## src/rtl/imm_pkg.sv

```systemverilog
// Package: imm_pkg
// Shared types and constants for the buffered immediate generator.
//  - imm_fmt_e : immediate format tag carried with every queued entry
//  - OPC_*     : RV32 major opcodes recognised by the decoder
//  - entry_t   : one FIFO entry {imm, fmt, illegal}; imm is stored at the
//                widest legal XLEN (64) and trimmed at the output port
// Optional feature macro used by the users of this package:
//  IMM_GEN_ILLEGAL_CHK_EN
package imm_pkg;

    localparam int IMM_W = 64;

    typedef enum logic [2:0] {
        FMT_NONE = 3'd0,
        FMT_I    = 3'd1,
        FMT_S    = 3'd2,
        FMT_B    = 3'd3,
        FMT_U    = 3'd4,
        FMT_J    = 3'd5
    } imm_fmt_e;

    localparam logic [6:0] OPC_OP_IMM = 7'b0010011;
    localparam logic [6:0] OPC_LOAD   = 7'b0000011;
    localparam logic [6:0] OPC_JALR   = 7'b1100111;
    localparam logic [6:0] OPC_STORE  = 7'b0100011;
    localparam logic [6:0] OPC_BRANCH = 7'b1100011;
    localparam logic [6:0] OPC_LUI    = 7'b0110111;
    localparam logic [6:0] OPC_AUIPC  = 7'b0010111;
    localparam logic [6:0] OPC_JAL    = 7'b1101111;

    typedef struct packed {
        logic [IMM_W-1:0] imm;
        imm_fmt_e         fmt;
        logic             illegal;
    } entry_t;

    // Sign-extend a 12-bit field to the storage width
    function automatic logic [IMM_W-1:0] sext12(input logic [11:0] v);
        return {{(IMM_W-12){v[11]}}, v};
    endfunction

endpackage

```

## src/rtl/imm_decode.sv

```systemverilog
// Module: imm_decode
// Purely combinational instruction -> queued entry decoder.
// Ports:
//  inst  in   32            raw RV instruction
//  entry out  entry_t       {imm (sign-extended, XLEN bits used), fmt, illegal}
// Parameter XLEN (32 or 64): with XLEN=32 the upper 32 storage bits are zero.
// Macro IMM_GEN_ILLEGAL_CHK_EN: when defined, an unknown opcode yields
// imm=0 with illegal=1; otherwise the raw instruction is zero-extended.
module imm_decode
    import imm_pkg::*;
#(
    parameter int XLEN = 64
) (
    input  logic [31:0] inst,
    output entry_t      entry
);

    logic [2:0]       funct3_s;
    logic [IMM_W-1:0] imm_full_s;
    imm_fmt_e         fmt_s;
    logic             illegal_s;

    assign funct3_s = inst[14:12];

    // Format classification and 64-bit sign-extended immediate
    always_comb begin
        imm_full_s = 64'd0;
        fmt_s      = FMT_NONE;
        illegal_s  = 1'b0;
        case (inst[6:0])
            OPC_OP_IMM, OPC_LOAD: begin
                fmt_s      = FMT_I;
                imm_full_s = sext12(inst[31:20]);
            end
            OPC_JALR: begin
                // JALR with a non-zero funct3 is treated as a branch-format immediate
                if (funct3_s == 3'b000) begin
                    fmt_s      = FMT_I;
                    imm_full_s = sext12(inst[31:20]);
                end else begin
                    fmt_s      = FMT_B;
                    imm_full_s = {{51{inst[31]}}, inst[31], inst[7], inst[30:25], inst[11:8], 1'b0};
                end
            end
            OPC_STORE: begin
                fmt_s      = FMT_S;
                imm_full_s = sext12({inst[31:25], inst[11:7]});
            end
            OPC_BRANCH: begin
                fmt_s      = FMT_B;
                imm_full_s = {{51{inst[31]}}, inst[31], inst[7], inst[30:25], inst[11:8], 1'b0};
            end
            OPC_LUI, OPC_AUIPC: begin
                fmt_s      = FMT_U;
                imm_full_s = {{32{inst[31]}}, inst[31:12], 12'd0};
            end
            OPC_JAL: begin
                fmt_s      = FMT_J;
                imm_full_s = {{43{inst[31]}}, inst[31], inst[19:12], inst[20], inst[30:21], 1'b0};
            end
            default: begin
`ifdef IMM_GEN_ILLEGAL_CHK_EN
                imm_full_s = 64'd0;
                illegal_s  = 1'b1;
`else
                imm_full_s = {32'd0, inst};
                illegal_s  = 1'b0;
`endif
            end
        endcase
    end

    // A 32-bit core sees only the low word; U-format is then exactly inst[31:12]<<12
    assign entry.imm     = (XLEN == 32) ? {32'd0, imm_full_s[31:0]} : imm_full_s;
    assign entry.fmt     = fmt_s;
    assign entry.illegal = illegal_s;

endmodule

```

## src/rtl/imm_gen_pipe_chk.sv

```systemverilog
// Module: imm_gen_pipe_chk
// Protocol checker for the immediate FIFO (simulation assertions only).
// Ports:
//  clk, rst_n  clock / async active-low reset
//  push        accepted write this cycle
//  pop         accepted read this cycle
//  count       current occupancy
module imm_gen_pipe_chk #(
    parameter int DEPTH = 2,
    parameter int CW    = $clog2(DEPTH) + 1
) (
    input logic          clk,
    input logic          rst_n,
    input logic          push,
    input logic          pop,
    input logic [CW-1:0] count
);

    a_no_push_full: assert property (@(posedge clk) disable iff (!rst_n)
        push |-> (count < CW'(DEPTH)));

    a_no_pop_empty: assert property (@(posedge clk) disable iff (!rst_n)
        pop |-> (count != {CW{1'b0}}));

    a_count_bound: assert property (@(posedge clk) disable iff (!rst_n)
        count <= CW'(DEPTH));

endmodule

```

## src/rtl/imm_gen_pipe.sv

```systemverilog
// Module: imm_gen_pipe
// Buffered immediate generator between IF/ID and execute. Decodes one RV
// instruction per accepted handshake and queues {imm, fmt, illegal} in a
// DEPTH-entry ring FIFO. Head-entry outputs are registered and hold their
// last value while the FIFO is empty.
// Parameters: XLEN (32|64) immediate width, DEPTH (power of two, >=2).
// Ports:
//  clk, rst_n            clock / asynchronous active-low reset
//  flush                 synchronous discard of all entries (drops same-cycle push)
//  in_valid, in_ready    input handshake; in_ready = count < DEPTH
//  inst [31:0]           raw instruction
//  out_valid, out_ready  output handshake on the head entry
//  imm [XLEN-1:0]        head immediate
//  imm_fmt [2:0]         head format (imm_fmt_e)
//  count                 occupancy
//  illegal               head had an unknown opcode (IMM_GEN_ILLEGAL_CHK_EN), else 0
// Macro: IMM_GEN_ILLEGAL_CHK_EN
module imm_gen_pipe
    import imm_pkg::*;
#(
    parameter int XLEN  = 64,
    parameter int DEPTH = 2
) (
    input  logic                       clk,
    input  logic                       rst_n,
    input  logic                       flush,
    input  logic                       in_valid,
    output logic                       in_ready,
    input  logic [31:0]                inst,
    output logic                       out_valid,
    input  logic                       out_ready,
    output logic [XLEN-1:0]            imm,
    output logic [2:0]                 imm_fmt,
    output logic [$clog2(DEPTH):0]     count,
    output logic                       illegal
);

    localparam int PW = $clog2(DEPTH);
    localparam int CW = $clog2(DEPTH) + 1;

    entry_t          mem_r [DEPTH];
    entry_t          head_r;
    entry_t          head_nxt_s;
    entry_t          dec_entry_s;
    logic [PW-1:0]   wr_ptr_r;
    logic [PW-1:0]   rd_ptr_r;
    logic [PW-1:0]   wr_ptr_nxt_s;
    logic [PW-1:0]   rd_ptr_nxt_s;
    logic [CW-1:0]   count_r;
    logic [CW-1:0]   count_nxt_s;
    logic            out_valid_r;
    logic            in_ready_s;
    logic            push_s;
    logic            pop_s;

    imm_decode #(.XLEN(XLEN)) u_decode (
        .inst  (inst),
        .entry (dec_entry_s)
    );

    assign in_ready_s = (count_r < CW'(DEPTH));
    assign push_s     = in_valid && in_ready_s;
    assign pop_s      = out_valid_r && out_ready;

    // Next occupancy, pointers and head entry
    always_comb begin
        count_nxt_s  = count_r;
        wr_ptr_nxt_s = wr_ptr_r;
        rd_ptr_nxt_s = rd_ptr_r;
        head_nxt_s   = head_r;
        if (flush) begin
            count_nxt_s  = {CW{1'b0}};
            wr_ptr_nxt_s = {PW{1'b0}};
            rd_ptr_nxt_s = {PW{1'b0}};
            head_nxt_s   = head_r;
        end else begin
            case ({push_s, pop_s})
                2'b10:   count_nxt_s = count_r + CW'(1);
                2'b01:   count_nxt_s = count_r - CW'(1);
                default: count_nxt_s = count_r;
            endcase
            // DEPTH is a power of two, so pointer overflow is the modulo wrap
            if (push_s) begin
                wr_ptr_nxt_s = wr_ptr_r + PW'(1);
            end else begin
                wr_ptr_nxt_s = wr_ptr_r;
            end
            if (pop_s) begin
                rd_ptr_nxt_s = rd_ptr_r + PW'(1);
            end else begin
                rd_ptr_nxt_s = rd_ptr_r;
            end
            // The new head is the entry being written right now when the
            // write slot coincides with the next read slot (push into empty,
            // or push+pop with a single entry); otherwise it is in storage.
            if (count_nxt_s != {CW{1'b0}}) begin
                if (push_s && (wr_ptr_r == rd_ptr_nxt_s)) begin
                    head_nxt_s = dec_entry_s;
                end else begin
                    head_nxt_s = mem_r[rd_ptr_nxt_s];
                end
            end else begin
                head_nxt_s = head_r;
            end
        end
    end

    // Control state and registered head outputs
    always_ff @(posedge clk or negedge rst_n) begin
        if (!rst_n) begin
            count_r     <= {CW{1'b0}};
            wr_ptr_r    <= {PW{1'b0}};
            rd_ptr_r    <= {PW{1'b0}};
            out_valid_r <= 1'b0;
            head_r      <= '0;
        end else begin
            count_r     <= count_nxt_s;
            wr_ptr_r    <= wr_ptr_nxt_s;
            rd_ptr_r    <= rd_ptr_nxt_s;
            out_valid_r <= (count_nxt_s != {CW{1'b0}});
            head_r      <= head_nxt_s;
        end
    end

    // Entry storage; a flush drops the same-cycle write
    always_ff @(posedge clk or negedge rst_n) begin
        if (!rst_n) begin
            for (int i = 0; i < DEPTH; i++) begin
                mem_r[i] <= '0;
            end
        end else if (push_s && !flush) begin
            mem_r[wr_ptr_r] <= dec_entry_s;
        end
    end

    assign in_ready  = in_ready_s;
    assign out_valid = out_valid_r;
    assign count     = count_r;
    assign imm       = head_r.imm[XLEN-1:0];
    assign imm_fmt   = head_r.fmt;
`ifdef IMM_GEN_ILLEGAL_CHK_EN
    assign illegal   = head_r.illegal;
`else
    // Decoder never sets the flag in this build, so the port is constant 0
    assign illegal   = head_r.illegal & 1'b0;
`endif

    imm_gen_pipe_chk #(.DEPTH(DEPTH), .CW(CW)) u_chk (
        .clk   (clk),
        .rst_n (rst_n),
        .push  (push_s),
        .pop   (pop_s),
        .count (count_r)
    );

endmodule

```

## config.mk

```make
export PLATFORM = sky130hd
export DESIGN_NAME = imm_gen_pipe
export DESIGN_NICKNAME = d
export VERILOG_FILES = /design/src/rtl/imm_pkg.sv /design/src/rtl/imm_decode.sv /design/src/rtl/imm_gen_pipe_chk.sv /design/src/rtl/imm_gen_pipe.sv
export SDC_FILE = /design/constraint.sdc
export NUM_CORES = 1
export LEC_CHECK = 0
export CAP_MARGIN = 5
export CORE_MARGIN = 8
export CORE_UTILIZATION = 60
export CTS_CLUSTER_DIAMETER = 40
export CTS_CLUSTER_SIZE = 14
export DETAILED_ROUTE_END_ITERATION = 10
export HOLD_SLACK_MARGIN = 0.03
export PLACE_DENSITY = 0.81
export SLEW_MARGIN = 0
export SYNTH_ARGS = -nofsm -noshare
export SYNTH_HDL_FRONTEND = slang
export SYNTH_HIERARCHICAL = 1
export SYNTH_SLANG_ARGS = --single-unit
```

## constraint.sdc

```tcl
create_clock -name clk -period 5 [get_ports clk]
set_clock_uncertainty 0.2 [all_clocks]
set_input_delay 0.5 -clock clk [delete_from_list [all_inputs] [get_ports clk]]
set_output_delay 0.5 -clock clk [all_outputs]
set_load 0.05 [all_outputs]
```

[After elaboration in Yosys (flattened, before gate mapping)]
Index checks and enable logic that the tools add are counted.
Operators by class
  multiplexer cells: 19
  order comparisons: 4
  $add $sub $neg: 4
  bitwise operators: 3
  equality and inequality tests: 11
  reduce and logical (&&, ||, !) cells: 13
Operators by type and width (count)
  one-hot mux 64 bit (6 select lines): 1
  2-to-1 mux 68 bit: 5
  bitwise mux 136 bit: 1
  demux 68 bit (select 1 bit): 1
  equality test 7 bit (second input constant): 3
  one-hot mux 3 bit (6 select lines): 1
  equality test 7 x 5 -> 1 bit (second input constant): 2
  equality test 7 x 6 -> 1 bit (second input constant): 2
  2-to-1 mux 12 bit: 1
  equality test 7 x 2 -> 1 bit (second input constant): 1
  2-to-1 mux 2 bit: 3
  nonzero test 2 bit: 3
  logical AND 1 bit: 5
  2-to-1 mux 1 bit: 5
  greater-or-equal comparator 2 bit (second input constant): 2
  NOT 1 -> 2 bit: 2
  one-hot mux 2 bit (2 select lines): 1
  OR reduction 2 bit: 2
  zero test 3 bit: 1
  adder 1 bit (second input constant): 2
  adder 2 x 1 -> 2 bit (second input constant): 1
  equality test 2 x 1 -> 1 bit (second input constant): 1
  equality test 2 bit (second input constant): 1
  less-than comparator 2 x 1 -> 1 bit (second input constant): 1
  other kinds (6): 6
Storage, ports and cells
  output and inout port bits: 72
  bits of input ports: 37
  word-level logic and storage cells: 66
  flip-flop bits (word level): 208

[Longest topological paths before layout]
Gate-level depths: netlist of run 1.
  depth in word-level cells: 8
  gate-level depth with buffers: 10
  mapped depth without buffers: 7

[Modules after synthesis]
The synthesis of run 1 kept the hierarchy.
By module, submodules not included
  imm_gen_pipe: area an instance 9640.5 um^2, cells each 870, seq. area each 5154.9 um^2, instances 1
  imm_decode: area an instance 962.2 um^2, cells each 138, seq. area each 0.0 um^2, instances 1

[Least setup slack after synthesis of run 1]
OpenSTA, ideal clock, no wires.
  kind: input to register
  start: in inst[4]
  end: reg head_r, in the netlist imm[33]
  stages on the path: 9
  data required time: 4.732 ns
  setup time: 0.068 ns
  setup slack: 1.696 ns
  path buffers: 3
  arrival: 3.035 ns
  path through: buf_4 nor4b_2 o311ai_2 buf_6 nor2_1 buf_4 nor2_1 a21oi_1 a32o_1
RTL lines
  start: declaration: RTL line imm_gen_pipe.sv:29  | input logic [31:0] inst,
  end signal: assignment: RTL line imm_gen_pipe.sv:121  | head_r <= head_nxt_s;
  end: declaration: RTL line imm_gen_pipe.sv:42  | entry_t head_r;

[Worst setup path in the final report of run 1]
  start: reg count_r[1] (netlist: count[1])
  end: reg head_r, in the netlist imm[20]
Between the ends
  word-level cells in the longest chain between the ends: 7
  elaborated cells between the ends (all ways): 12
  classes of those cells: add/sub (2); order compare (1); eq/ne (2); mux (3); reduce/logical (4)
Ends and longest elaborated chain
  start: declaration: RTL line imm_gen_pipe.sv:49  | logic [CW-1:0] count_r;
  start signal: assignment: RTL line imm_gen_pipe.sv:111  | count_r <= {CW{1'b0}};
  start signal: assignment: RTL line imm_gen_pipe.sv:117  | count_r <= count_nxt_s;
  less-than comparator 2 bit: RTL line imm_gen_pipe.sv:61  | assign in_ready_s = (count_r < CW'(DEPTH));
  logical AND 1 bit: RTL line imm_gen_pipe.sv:62  | assign push_s = in_valid && in_ready_s;
  equality test 2 x 1 -> 1 bit or equality test 2 bit (tied branches): RTL line imm_gen_pipe.sv:77  | case ({push_s, pop_s})
  one-hot mux 2 bit (2 select lines): RTL line imm_gen_pipe.sv:77
  2-to-1 mux 2 bit: RTL line imm_gen_pipe.sv:71  | if (flush) begin
  nonzero test 2 bit: RTL line imm_gen_pipe.sv:96  | if (count_nxt_s != {CW{1'b0}}) begin
  AND reduction 2 bit (no source line)
Parallel ways exist; a longest one is shown, timed or not. The select of a mux whose other input is x is not followed.
A chain may end at the register's enable or synchronous reset.

==> reports/metrics.csv, run 1 <==
stage,metric,value,unit
placement,gp_congestion,0.923,
placement,dpl_worst_slack,1.23,ns
cells_and_area,final_layout_size_suffix_gt1_share,21.4,%
floorplan,die_w,149,um
timing,timing.final.crit_period,3.29,ns
timing,holdWs,0.290,ns
timing,max_freq,0.304,GHz
clock_network,ctsResizeCount,0,
cells_and_area,nNetsFinal,1065,
setup_path,reg2reg_depth,8,
clock_network,clk_latency,0.53,ns
power,p_leak,5.48,nW
power,p_per_area,611,nW/um^2
clock_network,cts.sinks,206,
cells_and_area,regArea,5150,sq um
timing,setup_viol,0,
timing,period_share,65.9,%
setup_path,crit_arrival,3.51,ns
setup_path,cp_max_fo,46,
global_route,grt_overflow,0,
power,vdd_drop_max,478,uV
floorplan,core_region_area,17300,sq um
timing,rsz0062_at_grt,no,
timing,worst_pin_slew,1.26,ns
detailed_routing,wire_per_inst,23.1,um
setup_path,path_buf_inv,2,
job,cap_violations,0,
detailed_routing,ant_nets,0,
clock_network,cts.clk_slew.worst_paths,0.06,ns
setup_path,critPathKind,register to register,
detailed_routing,drc_errors,0,
placement,portBuffers,107,
logic_synthesis,syn_area,10600,sq um
detailed_routing,viasPerCell,6.89,
logic_synthesis,synth_cells,1006,
detailed_routing,routed-via-count,8758,
timing,fin_ws,1.71,ns
placement,dp_hpwl,16.4,mm
global_route,grt_pass1_vias,9067,
detailed_routing,dr.pass1.iters,5,
setup_path,cp.depth,8,
setup_path,critical_path_required,5.22,ns
timing,hold_violations,0,
logic_synthesis,syn_nets,1044,
logic_synthesis,yosysWarnings,6,
setup_path,cpLargestDelayFamily,buffers and inverters,
clock_network,clockBufferDepth,3,
timing,slew_violations,0,
min_path,min_path_cells,1,
floorplan,initial_utilization,61.2,%
setup_path,start_kind,register,
global_route,globalRouteTotalUtil,26.4,%
floorplan,dieArea,22200,sq um
power,power,7.65,mW
floorplan,rows,48,
setup_path,cpPeakStageDelay,0.59,ns
cells_and_area,multi_input_area,4740,sq um
global_route,antenna_found_initial,1,
setup_path,endpoint_kind,register,
min_path,min_path_type,register to register,
cells_and_area,diodes,0,
timing,relSlewSlack,16.0,%
logic_synthesis,syn_area_per_cell,10.5,sq um
floorplan,die_h,149,um
clock_network,tritoncts.num_buffers,28,
cells_and_area,layout-area-overhead-vs-synth,18.1,%
clock_network,tritoncts,built,
clock_network,h-tree-depth,1,
setup_path,crit_chain,nor2b_2 > inv_2 > ha_1 > nor2b_1 > a31o_2 > buf_12 > a21oi_1 > a32o_1,
timing,setup_tns,0,ns
global_route,grt_max_degree,97,
global_route,grt_pass1_wl,47.8,mm
floorplan,ioPinCount,109,
detailed_routing,wl,29.4,mm
clock_network,cts-root-buf,clkbuf_16,
setup_path,slowest_stage,inv_2,
cells_and_area,n_fill_cell,1228,
detailed_routing,drtIter0Drc,1163,
outcome,run_status,finished clean,
flip-flops by register name, indices dropped and copies added, names as in the netlist:
name,flops
count,2
imm,64
imm_fmt,3
mem_r,134
out_valid,1
rd_ptr_r,1
wr_ptr_r,1
final timing paths:
kind,to,slack [ns],from
min in group asynchronous,mem_r[31],0.43,rst_n
min,imm[57],0.29,imm[57]
max,imm[20],1.71,count[1]
max reg2reg,imm[20],1.71,count[1]
min reg2reg,imm[57],0.29,imm[57]
max in group asynchronous,mem_r[58],2.92,rst_n
power breakdown:
part           total, mW  switching, mW  leakage [nW]  internal, mW
registers           2.51          0.320          2.65          2.19
clock network       2.10          0.772         0.475          1.32
logic               3.04           1.91          2.35          1.12
total               7.65           3.01          5.48          4.64
through the flow:
step | utilization [%] | instance area, sq um | cells
after detailed placement | 66.4 | 11500 | 1220
after CTS | 72.3 | 12500 | 1271
final | 72.3 | 12500 | 1272
after global placement | 66.4 | 11500 | 1220
after floorplan | - | 10600 | 1006
after global routing | 72.3 | 12500 | 1272
final cells by class:
type / instances / area share (%)
well taps: 225 / 2.25
repair buffers: 128 / 10.4
multi-input cells: 654 / 37.9
flip-flops and latches: 206 / 41.2
clock inverters: 18 / 2.10
inverters: 9 / 0.270
clock buffers: 32 / 5.88
worst reg2reg max path: stages, from the launching register on:
cell and delay (ns):
dfrtp_1 0.46, nor2b_2 0.11, inv_2 0.59, ha_1 0.40, nor2b_1 0.20, a31o_2 0.49, buf_12 0.33, a21oi_1 0.10
a32o_1 0.30
cells in the final DEF, fill, tap and decap left out, types with 2 or more instances in the layout:
cell / n
nand3_1: 71
xnor2_1: 2
mux2_2: 134
clkbuf_8: 3
a22o_1: 6
nand2_1: 25
clkinvlp_4: 4
clkinv_8: 2
a21o_1: 9
clkbuf_1: 2
a221o_1: 4
a211o_1: 3
o21ai_0: 70
inv_1: 8
clkbuf_16: 28
clkdlybuf4s50_1: 106
clkinv_4: 3
dfrtp_1: 206
bufinv_16: 5
nand3b_1: 3
a21oi_1: 74
nor3_1: 3
a32o_1: 67
buf_12: 5
buf_4: 14
a2111oi_4: 2
clkinv_2: 3
and2_1: 4
nand4_1: 68
and3b_1: 2
nor2_1: 70
nor2b_1: 3
what timing repair did:
item	in CTS	in global routing
hold buffers	1	0
hold endpoints to repair	91	0
setup buffers	0	0
routing by layer:
layer  vias to the layer above  share of wire [%]  global-route usage (%)
li1                       3756                  -                       -
met1                      4426                 40                    34.8
met2                       492                 48                    41.9
met3                        82                9.9                    6.25
met4                         2                2.4                    9.24
met5                         -              0.037                       0
(Power assumes the default switching activity.)
==> run 2: changes to the inputs <==
--- a/config.mk
+++ b/config.mk
@@ -7,12 +7,12 @@
 export LEC_CHECK = 0
 export CAP_MARGIN = 5
 export CORE_MARGIN = 8
-export CORE_UTILIZATION = 60
+export CORE_UTILIZATION = 59
 export CTS_CLUSTER_DIAMETER = 40
 export CTS_CLUSTER_SIZE = 14
 export DETAILED_ROUTE_END_ITERATION = 10
 export HOLD_SLACK_MARGIN = 0.03
-export PLACE_DENSITY = 0.81
+export PLACE_DENSITY = 0.79
 export SLEW_MARGIN = 0
 export SYNTH_ARGS = -nofsm -noshare
 export SYNTH_HDL_FRONTEND = slang
==> constraint.sdc (replaced) <==
create_clock -name clk -period 3.35 [get_ports clk]
set_clock_uncertainty 0.2 [all_clocks]
set_input_delay 0.335 -clock clk [delete_from_list [all_inputs] [get_ports clk]]
set_output_delay 0.335 -clock clk [all_outputs]
set_load 0.05 [all_outputs]
==> run 2 against run 1 <==
Sequential power increased by 49%. Combinational power increased by 52%. Hold slack got worse by 0.036 ns. Die area increased by 1.5%. Global-route usage increased by 0.42 points. Clock power increased by 51%. Via count decreased by 0.18%. Non-clock buffer count increased by 23. Largest cell class unchanged. Largest power group unchanged.
==> reports/metrics.csv, run 2 (same netlist as run 1, synthesis figures left out) <==
stage,metric,value,unit
clock_network,clk_latency,0.54,ns
cells_and_area,nNetsFinal,1090,
power,power,11.5,mW
setup_path,reg2reg_depth,8,
detailed_routing,ant_nets,0,
power,p_leak,5.65,nW
cells_and_area,regMostFlops,mem_r,
detailed_routing,dr.pass1.iters,5,
detailed_routing,wl,30.0,mm
global_route,grt_max_degree,95,
cells_and_area,final_layout_size_suffix_gt1_share,23.6,%
floorplan,rows,49,
placement,dpl_worst_slack,0.296,ns
setup_path,cp_max_fo,31,
cells_and_area,diodes,0,
clock_network,cts.clk_slew.worst_paths,0.06,ns
outcome,run_status,finished clean,
clock_network,ctsResizeCount,0,
global_route,antenna_found_initial,1,
global_route,grt_pass1_wl,48.5,mm
placement,gp_congestion,0.949,
floorplan,ioPinCount,109,
setup_path,rr_endpoint,imm[46],
clock_network,clockBufferDepth,3,
timing,setup_viol,0,
floorplan,core_region_area,17800,sq um
setup_path,cpPeakStageDelay,0.45,ns
detailed_routing,wire_per_inst,23.0,um
placement,dp_hpwl,17.6,mm
cells_and_area,layout_commonest_cell,dfrtp_1,
setup_path,critPathKind,register to register,
setup_path,crit_arrival,3.00,ns
timing,worst_pin_slew,1.02,ns
placement,numPlacedInstances,1248,
power,vdd_drop_max,647,uV
clock_network,tritoncts.num_buffers,30,
timing,fin_ws,0.585,ns
clock_network,cts.sinks,206,
clock_network,tritoncts,built,
clock_network,cts-root-buf,clkbuf_16,
floorplan,initial_utilization,59.6,%
cells_and_area,n_fill_cell,1230,
cells_and_area,layout-area-overhead-vs-synth,21.2,%
placement,portBuffers,107,
detailed_routing,routed-via-count,8742,
timing,hold_violations,0,
timing,rsz0062_at_grt,no,
cells_and_area,largest_reg_flops,134,
timing,slew_violations,0,
setup_path,start_kind,register,
timing,timing.final.crit_period,2.76,ns
global_route,grt_overflow,0,
detailed_routing,drc_errors,0,
setup_path,critical_path_required,3.58,ns
floorplan,die_h,150,um
min_path,min_path_type,input port to asynchronous set/reset pin,
global_route,grt_pass1_vias,8975,
timing,period_share,82.5,%
setup_path,r2r-start,count[1],
timing,max_freq,0.362,GHz
detailed_routing,drtIter0Drc,997,
setup_path,ff2ff_setup_slack,0.59,ns
cells_and_area,final_cells,1304,
timing,setup_tns,0,ns
floorplan,dieArea,22500,sq um
cells_and_area,final_cell_mix,"206 x dfrtp_1, 134 x mux2_2, 106 x clkdlybuf4s50_1",
clock_network,h-tree-depth,1,
setup_path,crit_chain,nor2b_2 > inv_2 > ha_1 > nor2b_1 > a31o_2 > buf_12 > a21oi_1 > a32o_1,
power,p_per_area,899,nW/um^2
job,cap_violations,0,
detailed_routing,viasPerCell,6.70,
setup_path,endpoint_kind,register,
timing,relSlewSlack,31.9,%
global_route,globalRouteTotalUtil,26.8,%
setup_path,slowest_stage,dfrtp_1,
floorplan,die_w,150,um
==> run 2: changes by cell type in the layout (fill, tap and decap cells not counted), sizes merged <==
cell,delta
bufinv,-2
clkbuf,+3
buf,+23
clkinvlp,+2
inv,+2
==> run 2: final cells by class <==
class | instances | area [sq um] | share of cell area, %
Clock buffer | 35 | 810 | 6.30
Clock inverter | 20 | 229 | 1.78
Inverter | 9 | 33.8 | 0.263
Multi-Input combinational cell | 654 | 4740 | 36.9
Sequential cell | 206 | 5150 | 40.1
Tap cell | 229 | 287 | 2.23
Timing Repair Buffer | 151 | 1580 | 12.3
==> run 2: repair_timing <==
item / in CTS / in global routing
endpoints found under the hold margin: 90 / 0
setup buffers: 0 / 0
hold buffers: 1 / 0
==> run 2: worst max path at each step <==
stage | end | startpoint | slack (ns) | cells past startpoint
floorplan | imm[33] | inst[4] | 0.21 | 9
detailed placement | imm[46] | out_ready | 0.30 | 8
global route | imm[46] | count[1] | 0.48 | 8
global placement | imm[22] | inst[5] | -0.0006 | 8
CTS | imm[46] | count[1] | 0.64 | 8
finish | imm[46] | count[1] | 0.59 | 8
==> run 2: power breakdown <==
part	total, mW	switching (mW)	leakage [nW]	internal (mW)
clock	3.17	1.19	0.494	1.98
sequential	3.75	0.470	2.65	3.28
combinational	4.63	2.87	2.50	1.75
total	11.5	4.54	5.65	7.01
==> run 2: critical path, delay by kind of cell, from the launching register on <==
kind / cells / cell delay (ns)
buffers and inverters: 2 / 0.36
adder cells (fa/ha/maj): 1 / 0.35
AO/OA/AOI/OAI: 3 / 0.81
flip-flops: 1 / 0.45
AND/OR/NAND/NOR: 2 / 0.49
==> run 2: routing by layer <==
metal	wire (um)	share of wire (%)	up-vias	track usage [%]
met4	995	3.3	2	11.1
met1	12000	40	4402	35.0
met3	2610	8.7	80	4.99
met2	14400	48	445	43.1
li1	-	-	3813	-
met5	9	0.030	-	0
==> run 2: metrics by stage <==
step	cell area, sq um	utilization [%]	hold WS (ns)
after floorplan	10600	-	-0.161
after global placement	11800	66.3	0.274
after detailed placement	11800	66.3	0.281
after CTS	12800	72.2	0.280
after global routing	12800	72.2	0.308
final	12800	72.2	0.254
